[src/rtl/jtag_clk_rst_pkg.sv]
// Shared types and constants for the JTAG clock/reset controller.
// Optional build macro: JTAG_SAMPLE_NEGEDGE_EN (selects TDO sampling edge).
package jtag_clk_rst_pkg;

  typedef enum logic [2:0] {
    IDLE,
    SHIFT,
    TRST,
    TLR_EXIT,
    DONE
  } jtag_state_e;

  localparam int unsigned TrstPeriods = 5;
  localparam int unsigned DefMaxLen   = 64;

  function automatic logic [7:0] eff_len(
    input logic [6:0]  len,
    input int unsigned max_len
  );
    if (32'(len) > max_len) return 8'(max_len);
    return {1'b0, len};
  endfunction

endpackage

[src/rtl/jtag_tck_div.sv]
// Free-running TCK divider with one-cycle strobes marking the
// cycle whose closing edge makes TCK fall or rise.
module jtag_tck_div #(
  parameter int unsigned TckHalfCycles = 1
) (
  input  logic clk_i,
  input  logic rst_i,
  output logic tck_o,
  output logic fall_stb_o,
  output logic rise_stb_o
);

  localparam int unsigned CntW =
    (TckHalfCycles > 1) ? $clog2(TckHalfCycles) : 1;

  logic [CntW-1:0] cnt_q, cnt_d;
  logic            tck_q, tck_d;
  logic            wrap;

  assign wrap = (cnt_q == CntW'(TckHalfCycles - 1));

  always_comb begin
    cnt_d = cnt_q + CntW'(1);
    tck_d = tck_q;
    if (wrap) begin
      cnt_d = '0;
      tck_d = ~tck_q;
    end
  end

  always_ff @(posedge clk_i) begin
    if (rst_i) begin
      cnt_q <= '0;
      tck_q <= 1'b0;
    end else begin
      cnt_q <= cnt_d;
      tck_q <= tck_d;
    end
  end

  assign tck_o      = tck_q;
  assign fall_stb_o = ~rst_i & wrap & tck_q;
  assign rise_stb_o = ~rst_i & wrap & ~tck_q;

endmodule

[src/rtl/jtag_clk_rst_ctrl.sv]
// JTAG master: reset stretcher, TCK generation and shift/TAP-reset engine.
// Define JTAG_SAMPLE_NEGEDGE_EN to sample TDO on TCK fall instead of rise.
module jtag_clk_rst_ctrl
  import jtag_clk_rst_pkg::*;
#(
  parameter int unsigned RstClkCycles  = 5,
  parameter int unsigned TckHalfCycles = 1,
  parameter int unsigned MaxLen        = DefMaxLen
) (
  input  logic              clk_i,
  input  logic              rst_i,
  output logic              rst_no,
  output logic              tck_o,
  output logic              trst_no,
  output logic              tms_o,
  output logic              tdi_o,
  input  logic              tdo_i,
  input  logic              req_valid_i,
  output logic              req_ready_o,
  input  logic              req_reset_i,
  input  logic [6:0]        req_len_i,
  input  logic [MaxLen-1:0] req_tms_i,
  input  logic [MaxLen-1:0] req_tdi_i,
  output logic              rsp_valid_o,
  output logic [MaxLen-1:0] rsp_tdo_o
);

  localparam int unsigned RstW = $clog2(RstClkCycles + 1);
  localparam int unsigned IdxW = $clog2(MaxLen);

  logic [RstW-1:0] rcnt_q;
  logic            rst_no_q;
  logic            core_rst;

  always_ff @(posedge clk_i) begin
    if (rst_i) begin
      rcnt_q   <= '0;
      rst_no_q <= 1'b0;
    end else if (!rst_no_q) begin
      if (rcnt_q == RstW'(RstClkCycles - 1)) rst_no_q <= 1'b1;
      else rcnt_q <= rcnt_q + RstW'(1);
    end
  end

  assign core_rst = rst_i | ~rst_no_q;

  logic fall_stb, rise_stb;

  jtag_tck_div #(
    .TckHalfCycles(TckHalfCycles)
  ) u_div (
    .clk_i     (clk_i),
    .rst_i     (core_rst),
    .tck_o     (tck_o),
    .fall_stb_o(fall_stb),
    .rise_stb_o(rise_stb)
  );

  jtag_state_e       state_q, state_d;
  logic [7:0]        bit_q, bit_d, len_q, len_d, prev_bit;
  logic [MaxLen-1:0] tmsv_q, tmsv_d, tdiv_q, tdiv_d;
  logic [MaxLen-1:0] rsp_q, rsp_d;
  logic              tms_q, tms_d, tdi_q, tdi_d;
  logic              trst_q, trst_d;
  logic              smp_stb;

  assign prev_bit    = bit_q - 8'd1;
  assign req_ready_o = (state_q == IDLE) & rst_no_q;
`ifdef JTAG_SAMPLE_NEGEDGE_EN
  assign smp_stb = fall_stb;
`else
  assign smp_stb = rise_stb;
`endif

  always_comb begin
    state_d = state_q;
    bit_d   = bit_q;
    len_d   = len_q;
    tmsv_d  = tmsv_q;
    tdiv_d  = tdiv_q;
    rsp_d   = rsp_q;
    tms_d   = tms_q;
    tdi_d   = tdi_q;
    trst_d  = trst_q;
    unique case (state_q)
      IDLE: begin
        tms_d  = 1'b0;
        tdi_d  = 1'b0;
        trst_d = 1'b0;
        if (req_valid_i && req_ready_o) begin
          tmsv_d = req_tms_i;
          tdiv_d = req_tdi_i;
          len_d  = eff_len(req_len_i, MaxLen);
          rsp_d  = '0;
          bit_d  = '0;
          if (req_reset_i)        state_d = TRST;
          else if (len_d == 8'd0) state_d = DONE;
          else                    state_d = SHIFT;
        end
      end
      SHIFT: begin
        // bit_q counts bits driven; the one on the wire is bit_q-1
        if (smp_stb && bit_q != 8'd0)
          rsp_d[prev_bit[IdxW-1:0]] = tdo_i;
        if (fall_stb) begin
          if (bit_q < len_q) begin
            tms_d = tmsv_q[bit_q[IdxW-1:0]];
            tdi_d = tdiv_q[bit_q[IdxW-1:0]];
            bit_d = bit_q + 8'd1;
          end else begin
            tms_d   = 1'b0;
            tdi_d   = 1'b0;
            state_d = DONE;
          end
        end
      end
      TRST: begin
        if (fall_stb) begin
          if (bit_q == 8'(TrstPeriods)) begin
            trst_d  = 1'b0;
            tms_d   = 1'b0;
            state_d = TLR_EXIT;
          end else begin
            trst_d = 1'b1;
            tms_d  = 1'b1;
            bit_d  = bit_q + 8'd1;
          end
        end
      end
      TLR_EXIT: begin
        if (fall_stb) state_d = DONE;
      end
      DONE: begin
        state_d = IDLE;
      end
      default: state_d = IDLE;
    endcase
  end

  always_ff @(posedge clk_i) begin
    if (core_rst) begin
      state_q <= IDLE;
      bit_q   <= '0;
      len_q   <= '0;
      tmsv_q  <= '0;
      tdiv_q  <= '0;
      rsp_q   <= '0;
      tms_q   <= 1'b0;
      tdi_q   <= 1'b0;
      trst_q  <= 1'b0;
    end else begin
      state_q <= state_d;
      bit_q   <= bit_d;
      len_q   <= len_d;
      tmsv_q  <= tmsv_d;
      tdiv_q  <= tdiv_d;
      rsp_q   <= rsp_d;
      tms_q   <= tms_d;
      tdi_q   <= tdi_d;
      trst_q  <= trst_d;
    end
  end

  assign rst_no      = rst_no_q;
  assign trst_no     = rst_no_q & ~trst_q;
  assign tms_o       = tms_q;
  assign tdi_o       = tdi_q;
  assign rsp_valid_o = (state_q == DONE);
  assign rsp_tdo_o   = rsp_q;

endmodule

[config.mk]
export PLATFORM = sky130hd
export DESIGN_NAME = jtag_clk_rst_ctrl
export DESIGN_NICKNAME = d
export VERILOG_FILES = /design/src/rtl/jtag_clk_rst_pkg.sv /design/src/rtl/jtag_tck_div.sv /design/src/rtl/jtag_clk_rst_ctrl.sv
export SDC_FILE = /design/constraint.sdc
export NUM_CORES = 1
export LEC_CHECK = 0
export BUFFER_PORTS_ARGS = -buffer_cell sky130_fd_sc_hd__buf_2
export CORE_AREA = 2 2 120 152
export DETAILED_ROUTE_END_ITERATION = 12
export DIE_AREA = 0 0 122 154
export PLACE_DENSITY = 0.86
export SYNTH_ARGS = -nofsm -noshare
export SYNTH_HDL_FRONTEND = slang
export SYNTH_HIERARCHICAL = 1
export SYNTH_SLANG_ARGS = --single-unit
[constraint.sdc]
create_clock -name clk_i -period 6.49 [get_ports clk_i]
set_clock_uncertainty 0.2 [all_clocks]
set_input_delay 1.947 -clock clk_i [delete_from_list [all_inputs] [get_ports clk_i]]
set_output_delay 1.947 -clock clk_i [all_outputs]
set_load 0.05 [all_outputs]
==> impl_metrics.toml <==
[run_status]
status = "completed"

[pwr]
ir_drop_mv = 0.1805
power_leakage_nw = 4.063
power_density_nw_per_um2 = 238.7

[clock_network]
cts-root-buf = "clkbuf_16"
cts_resized = 0
clk_pin_slew_ns = 0.06
clkLatencyLatePin_ns = 0.50
cts_htree_levels = 1
cts_made_buffers = 22
cts_hold_buffers = 0
postCtsSetupBuffers = 0
clock_path_buffers = 3
cts.sinks = 219
cts_tree = "yes"

[drt]
wl_per_cell_um = 16.71
drt_pass1_iterations = 7
postRouteAntennaNets = 0
drc_errors = 0
first_iter_violations = 1070
wirelength_mm = 27.11
via_count = 9619
viasPerCell = 5.930

[global_routing]
track_usage_pct = 28.09
grt_pass1_wl_mm = 43.19
use_met1_pct = 34.84
grt_pass1_vias = 8945
grt_overflow = 0
antenna_found_initial = 0
grt_use_met2_pct = 48.68
grt_busiest_layer = "met2"
globalRouteMet3Util_pct = 4.080
grt_max_degree = 131

[setup_path]
end_kind = "register"
worstSetupPathType = "primary input to register"
worstPathArrival_ns = 4.81
timing.rr.end = "bit_q[1]"
r2r-start = "rst_no"
worstPathRequired_ns = 6.71
cp_max_fo = 130
crit_path_start_kind = "primary input"
r2r_setup_slack_ns = 2.90
rr_worst_depth = 9

[floorplanning]
dieHeight_um = 154
core_area_sq_um = 17230
ios = 211
die_w_um = 122
dieArea_sq_um = 18790
num_rows = 54
start_util_pct = 58.58

[yosys]
synth_edf_count = 0
post_synth.cell_area_avg_sq_um = 8.192
synth_warnings = 6
ys_seq_area_share_pct = 43.44
syn-instance-count = 1232
synth_area_sq_um = 10090
synthArstFlopShare_pct = 0
yosys_register_bits = 219
dominantRegCellSynth = "dfxtp_1"
syn-num-nets = 1384
yosysUniqueCellTypes = 64

[job]
maxCapViolCount = 0

[sta]
tns_ns = 0
hold_viol_final = 0
rsz0062_at_grt = "no"
max_slew_margin_pct = 35.83
period_minus_slack_ns = 4.586
whs_ns = 0.2490
tightest_slew_ns = 0.9625
fmax_mhz = 218.1
period_share_pct = 70.66
setup_viol = 0
drv_slew = 0

[hold_path]
min-delay-start = "tmsv_q[21]"
whs_endpoint = "tmsv_q[21]"
hp-class = "register to register"
hold_depth = 2

[finish]
nets = 1534
final_common_cell = "nand2_1"
synthToLayoutAreaGrowth_pct = 17.31
fin_util_pct = 68.71
final_cell_mix = "nand2_1, a21oi_1, dfxtp_1"
drive_above_1_share_pct = 21.24
diodes = 0

[placement]
io_buffer_count = 210
dp_hpwl_mm = 17.57
gp_congestion = 0.8928
[state kept, by name, indices dropped and copies added (netlist names), 3 cells and up]
name	count
rcnt_q	3
tmsv_q	64
tdiv_q	64
rsp_tdo_o	64
state_q	3
bit_q	8
len_q	7
[layout make-up]
cell class	count	area [sq um]
clock buffers	32	639.4
clock inverters	8	90.09
fillers	1393	5390
inverters	18	72.57
multi-input cells	903	5258
flip-flops and latches	219	4388
well taps	224	280.3
repair buffers	218	1111
[synth_stat cells, types with 14 or more instances]
cell type,n,area [sq um]
inv_1,17,63.81
a22oi_1,32,240.2
buf_2,22,110.1
dfxtp_1,219,4384
mux4_2,24,540.5
o211ai_1,37,277.8
a21oi_1,242,1211
nand2_1,324,1216
nor2_1,40,150.1
nand3_1,14,70.07
o21ai_0,43,215.2
clkbuf_1,62,232.7
[critical path, cell delays in order]
cell and delay [ns]:
buf_2 0.13, nor2_1 0.30, inv_6 0.39, nor3b_1 0.67, o21ai_0 0.18, a21oi_1 0.22, o21ai_1 0.26, or4b_1 0.54
a21oi_1 0.14
[logic make-up after synthesis]
logic type	share of synthesized area [%]
XOR/XNOR	0.6075
buffers and inverters	4.711
flip-flops	43.44
other	0.03716
AO/OA/AOI/OAI	22.51
adder cells (fa/ha/maj)	1.488
multiplexers	8.307
AND/OR/NAND/NOR	18.89
[power breakdown]
part	switching, mW	total (mW)	internal (mW)
Combinational	0.125	0.184	0.0586
Clock	0.520	1.28	0.763
Sequential	0.00659	1.36	1.35
[per-layer routing]
metal  up-vias  part of all wire (%)
met5         -                     0
met4         0                   3.0
met3        60                   6.8
met2       419                    51
met1      4515                    39
li1       4625                     -
[how the worst max path moves through the flow]
| stage | depth (start not counted) | slack, ns | end | from |
|---|---|---|---|---|
| floorplan | 11 | 2.12 | bit_q[7] | rst_i |
| global placement | 9 | 1.55 | bit_q[1] | rst_i |
| detailed placement | 9 | 1.45 | bit_q[1] | rst_i |
| CTS | 9 | 1.95 | bit_q[1] | rst_i |
| global route | 9 | 1.61 | bit_q[1] | rst_i |
| finish | 9 | 1.90 | bit_q[1] | rst_i |
[metrics by stage]
step	setup slack (ns)	std cells	total power [mW]	instance area [sq um]
detailed placement	1.453	1582	1.570	11110
global placement	1.550	1582	1.569	11110
global route	1.610	1622	2.916	11840
finish	1.904	1622	2.826	11840
CTS	1.954	1622	2.839	11840
floorplan	2.119	1232	1.501	10090
Power figures use the tool's default switching activity.
